**config.mk**
```make
export PLATFORM = sky130hd
export DESIGN_NAME = multicycle_ctrl
export DESIGN_NICKNAME = d
export VERILOG_FILES = /design/src/rtl/ctrl_pkg.sv /design/src/rtl/insn_class_decode.sv /design/src/rtl/multicycle_ctrl.sv
export SDC_FILE = /design/constraint.sdc
export NUM_CORES = 1
export LEC_CHECK = 0
export CAP_MARGIN = 40
export CORE_MARGIN = 3
export CORE_UTILIZATION = 47
export DETAILED_ROUTE_END_ITERATION = 10
export HOLD_SLACK_MARGIN = 0.03
export PLACE_DENSITY = 0.91
export SLEW_MARGIN = 20
export SYNTH_ARGS = -nofsm -noshare
export SYNTH_HDL_FRONTEND = slang
export SYNTH_SLANG_ARGS = --single-unit
```
**constraint.sdc**
```tcl
create_clock -name clock -period 5.8 [get_ports clock]
set_input_delay 1.16 -clock clock [delete_from_list [all_inputs] [get_ports clock]]
set_output_delay 1.16 -clock clock [all_outputs]
set_load 0.03 [all_outputs]
```
**src/rtl/ctrl_pkg.sv**
```systemverilog
// rtl/ctrl_pkg.sv - shared encodings for the multicycle control FSM
package ctrl_pkg;

   typedef enum logic [2:0] {
      S_FETCH  = 3'd0,
      S_DECODE = 3'd1,
      S_EXEC   = 3'd2,
      S_MEM    = 3'd3,
      S_WB     = 3'd4
   } state_e;

   localparam logic [4:0] OP_R    = 5'b00000;
   localparam logic [4:0] OP_ADDI = 5'b00101;
   localparam logic [4:0] OP_SW   = 5'b00111;
   localparam logic [4:0] OP_LW   = 5'b01000;

   localparam logic [4:0] ALU_ADD = 5'b00000;
   localparam logic [4:0] ALU_SUB = 5'b00001;
   localparam logic [4:0] ALU_AND = 5'b00010;
   localparam logic [4:0] ALU_OR  = 5'b00011;
   localparam logic [4:0] ALU_SLL = 5'b00100;
   localparam logic [4:0] ALU_SRA = 5'b00101;

   localparam logic [1:0] WSEL_ALU    = 2'd0;
   localparam logic [1:0] WSEL_MEM    = 2'd1;
   localparam logic [1:0] WSEL_STATUS = 2'd2;

   localparam logic [1:0] ST_NONE     = 2'd0;
   localparam logic [1:0] ST_ADD_OVF  = 2'd1;
   localparam logic [1:0] ST_ADDI_OVF = 2'd2;
   localparam logic [1:0] ST_SUB_OVF  = 2'd3;

   localparam logic [4:0] DEFAULT_STATUS_REG = 5'd30;

   // One-hot instruction class bit positions
   localparam int CLS_W    = 4;
   localparam int CLS_R    = 0;
   localparam int CLS_ADDI = 1;
   localparam int CLS_SW   = 2;
   localparam int CLS_LW   = 3;

endpackage

```
**src/rtl/insn_class_decode.sv**
```systemverilog
// rtl/insn_class_decode.sv - opcode/aluop to one-hot class and legal flag
module insn_class_decode
   import ctrl_pkg::*;
(
   input  logic [4:0]       opcode_i,
   input  logic [4:0]       aluop_i,
   output logic [CLS_W-1:0] cls_o,
   output logic             legal_o
);

   always_comb begin
      cls_o = '0;
      case (opcode_i)
         OP_R:    if (aluop_i <= ALU_SRA) cls_o[CLS_R] = 1'b1;
         OP_ADDI: cls_o[CLS_ADDI] = 1'b1;
         OP_SW:   cls_o[CLS_SW]   = 1'b1;
         OP_LW:   cls_o[CLS_LW]   = 1'b1;
         default: cls_o = '0;
      endcase
   end

   assign legal_o = |cls_o;

endmodule

```
**src/rtl/multicycle_ctrl.sv**
```systemverilog
// rtl/multicycle_ctrl.sv - FETCH/DECODE/EXEC/MEM/WB control FSM for the 5-bit-opcode core
module multicycle_ctrl
   import ctrl_pkg::*;
#(
   parameter logic [4:0] STATUS_REG = DEFAULT_STATUS_REG
) (
   input  logic       clock,
   input  logic       reset,
   input  logic [4:0] insn_opcode,
   input  logic [4:0] insn_aluop,
   input  logic [4:0] insn_rd,
   input  logic       alu_ovf,
   input  logic       imem_ready,
   input  logic       dmem_ready,
   output logic       pc_we,
   output logic       ir_we,
   output logic [4:0] alu_op,
   output logic       alu_b_imm,
   output logic       dmem_re,
   output logic       dmem_we,
   output logic       rf_we,
   output logic [4:0] rf_waddr,
   output logic [1:0] rf_wsel,
   output logic [1:0] status_code,
   output logic       illegal,
   output logic       busy
);

   state_e           state_q, state_d;
   logic [4:0]       opcode_q, aluop_q, rd_q;
   logic             ovf_q, ovf_d;
   logic [4:0]       dec_opcode, dec_aluop;
   logic [CLS_W-1:0] cls;
   logic             legal;
   logic             is_r, is_addi, is_sw, is_lw, is_arith;

   // DECODE must classify the live IR before its fields land in the _q registers
   assign dec_opcode = (state_q == S_DECODE) ? insn_opcode : opcode_q;
   assign dec_aluop  = (state_q == S_DECODE) ? insn_aluop  : aluop_q;

   insn_class_decode u_dec (
      .opcode_i (dec_opcode),
      .aluop_i  (dec_aluop),
      .cls_o    (cls),
      .legal_o  (legal)
   );

   assign is_r     = cls[CLS_R];
   assign is_addi  = cls[CLS_ADDI];
   assign is_sw    = cls[CLS_SW];
   assign is_lw    = cls[CLS_LW];
   assign is_arith = is_addi || (is_r && (aluop_q == ALU_ADD || aluop_q == ALU_SUB));

   always_ff @(posedge clock) begin
      if (reset) begin
         state_q  <= S_FETCH;
         opcode_q <= '0;
         aluop_q  <= '0;
         rd_q     <= '0;
         ovf_q    <= 1'b0;
      end else begin
         state_q <= state_d;
         ovf_q   <= ovf_d;
         if (state_q == S_DECODE) begin
            opcode_q <= insn_opcode;
            aluop_q  <= insn_aluop;
            rd_q     <= insn_rd;
         end
      end
   end

   always_comb begin
      state_d     = state_q;
      ovf_d       = ovf_q;
      pc_we       = 1'b0;
      ir_we       = 1'b0;
      alu_op      = ALU_ADD;
      alu_b_imm   = 1'b0;
      dmem_re     = 1'b0;
      dmem_we     = 1'b0;
      rf_we       = 1'b0;
      rf_waddr    = '0;
      rf_wsel     = WSEL_ALU;
      status_code = ST_NONE;
      illegal     = 1'b0;
      case (state_q)
         S_FETCH: begin
            pc_we = imem_ready;
            ir_we = imem_ready;
            if (imem_ready) state_d = S_DECODE;
         end
         S_DECODE: begin
            if (!legal) begin
               illegal = 1'b1;
               state_d = S_FETCH;
            end else begin
               state_d = S_EXEC;
            end
         end
         S_EXEC: begin
            alu_op    = is_r ? aluop_q : ALU_ADD;
            alu_b_imm = !is_r;
            ovf_d     = is_arith && alu_ovf;
            state_d   = (is_lw || is_sw) ? S_MEM : S_WB;
         end
         S_MEM: begin
            alu_op    = is_r ? aluop_q : ALU_ADD;
            alu_b_imm = !is_r;
            dmem_re   = is_lw;
            dmem_we   = is_sw;
            if (dmem_ready) state_d = is_lw ? S_WB : S_FETCH;
         end
         S_WB: begin
            rf_we   = 1'b1;
            state_d = S_FETCH;
            if (ovf_q) begin
               rf_waddr    = STATUS_REG;
               rf_wsel     = WSEL_STATUS;
               status_code = is_addi ? ST_ADDI_OVF :
                             (aluop_q == ALU_SUB) ? ST_SUB_OVF : ST_ADD_OVF;
            end else begin
               rf_waddr = rd_q;
               rf_wsel  = is_lw ? WSEL_MEM : WSEL_ALU;
            end
         end
         default: state_d = S_FETCH;
      endcase
      if (reset) begin
         pc_we   = 1'b0;
         ir_we   = 1'b0;
         dmem_re = 1'b0;
         dmem_we = 1'b0;
         rf_we   = 1'b0;
         illegal = 1'b0;
      end
   end

   assign busy = (state_q != S_FETCH);

endmodule
```
==> metrics.txt <==
FMAX=218 MHz; post-synthesis cell count=between 100 and 150; DR vias/cell=approximately 5.6; Clock Path Buffers=2; die width=between 50 and 60 microns; largest net degree at the start of global routing=23; EDFF count, synth=0; Clk pin slew, worst setup/hold paths=~0.12 ns; I/O pin total=42; Crit path arrival time=between 3 and 4 ns; drt drc=0; Synth Area per Inst=between 7 and 8 sq um; status=finished, final reports clean; hold_ws=~0.46 ns; CP Class=primary input to primary output; GP Congestion=~0.81; Hold Fails Final Rpt=0; worst skew pair latency=approximately 0.30 ns; post-synth top area cell=dfxtp_1; CTS tree=built; Synth area leaders=dfxtp_1 (34%), nand2_1 (12%), nor2_1 (6.4%); vias post-DR=between 1000 and 1500; top_reg_cell synth=dfxtp_1; CP Max Fanout=5; commonest cells after routing, fill and taps aside=clkdlybuf4s50_1 (39), nand2_1 (36), nor2_1 (19), dfxtp_1 (19), a21oi_1 (14); max-cap violation count=0; First-pass DRT Iterations=4; GRT Total Usage=21.9%; Setup crit start kind=primary input; number of clock sinks=19; post-route setup TNS=0 ns; Yosys reg bits=19; Initial Utilization=52.7%; 1st-iter DRT viols=26; top cell type's share of synthesized area=between 30 and 40%; mapped cell area=0.00111 sq mm; Final Skew=slightly above 0.008 ns; most common cell after layout, fill and taps aside=clkdlybuf4s50_1; Worst-Margin Slew=between 0.6 and 0.7 ns; Tmin final=about 4.6 ns; Port Buffers=39; fin nets=slightly above 200; Crit. End Element=primary output; initial antenna violation count=0; Setup WS post-layout=~1.2 ns; Max IR drop VDD=about 0.19 mV; P per Cell Area=roughly 210 mW/mm^2; sequential element share of the synthesized area=34.3%; post-cts resize count=0; share of cells above drive strength 1=under 10%; post-CTS setup buffers=0; Data required, critical path=approximately 4.6 ns; gr ovfl total=0; post-route ant nets=0; post-route cell area=0.00151 sq mm; Leakage=between 0.5 and 0.6 nW; yosys warns=0; vias in the first global route=approximately 1200; WL/cell=14.2 microns; n_diodes=0; Inst Count DP=~210; row cnt=16; CTS Root Cell=clkbuf_4; Total Wirelength=approximately 3.0 mm; CTS HTree Levels=1; hold-fix buffer count after cts=0; placed cell area=0.00149 sq mm; Die H=between 50 and 60 microns; RSZ-0062 raised after global routing=false; die area=0.00298 sq mm; Final Non-Filler Cells=~210; Worst slew margin=between 50% and 60%; Post-DP HPWL=around 2.3 mm; final cycle utilization of the critical path=~79%; worst slack at placement=1.22 ns; Setup Viol. Count Final=0; first-pass GRT wire length=4.80 mm; total core area=between 0.002 and 0.0025 sq mm; area grow syn2layout=36.6%; CTS Buf Count=3; ys async rst share=0%; Final Slew Violations=0; Synth cell types=41; Hold WC Path Type=flip-flop to flip-flop
## registers in the layout, summed over array words and instances (netlist names)
signal	count
ovf_q	1
rd_q	5
opcode_q	5
state_q	3
aluop_q	5
## per-layer routing
metal	vias to the layer above	GRT usage (%)	wire length (microns)
met5	-	0	0
met4	0	7.47	40
met3	6	4.09	201
met2	51	40.6	1500
met1	531	24.8	1260
li1	589	-	-
## stage by stage
step	utilization, %	total power [mW]
finish	72.0	0.318
global placement	70.7	0.247
CTS	72.0	0.317
floorplan	-	0.219
detailed placement	70.7	0.250
global route	72.0	0.334
## worst max-delay path, cell delays in order
cell             delay, ns
clkdlybuf4s50_1       0.51
nor4b_1               0.21
mux2_2                0.27
o31ai_1               0.30
nand2_1               0.10
nor3_1                0.17
clkdlybuf4s50_1       0.71
## final timing paths
check                               startpoint  depth (start not counted)         end  slack (ns)
worst min-delay path                   rd_q[1]                          2     rd_q[1]        0.46
worst max register to register      state_q[0]                          6  state_q[1]        3.58
worst max-delay path            insn_opcode[3]                          7     illegal        1.21
worst min register to register         rd_q[1]                          2     rd_q[1]        0.46
## where the power goes
part | leakage [nW] | internal [mW] | switching (mW)
Clock | 0.0177 | 0.0257 | 0.0433
Combinational | 0.373 | 0.0420 | 0.0544
Sequential | 0.155 | 0.140 | 0.0120
Total | 0.545 | 0.208 | 0.110
## logic make-up (layout without fill, tap and decap cells)
group,after synthesis,count (layout),share of synthesized area (%)
muxes,4,4,3.72
other,1,2,0.338
DFF,19,19,34.3
AOI/OAI and AO/OA,31,31,19.9
buffers and inverters,13,47,6.55
and+or+nand+nor,81,81,35.2
## area by class of cell
| cell class | instances | area (sq um) |
|---|---|---|
| multi-input combinational | 118 | 659 |
| fill | 169 | 588 |
| timing repair buffer | 41 | 405 |
| sequential | 19 | 380 |
| tap | 27 | 33.8 |
| clock buffer | 3 | 22.5 |
| inverter | 2 | 7.51 |
| clock inverter | 1 | 5.00 |
## Yosys cell counts, types with 2 or more instances
master,count
a21oi_1,14
dfxtp_1,19
nor3_1,2
inv_1,2
o21ai_0,2
and2_1,4
o31ai_1,2
mux2i_1,3
nor2_1,19
nand3_1,3
nand2_1,36
clkbuf_1,5
buf_4,4
nor4_1,3
and3_1,2
nor2b_1,2
a211oi_1,2
nor4b_1,2
No activity file was read; power rests on OpenSTA's default activity.
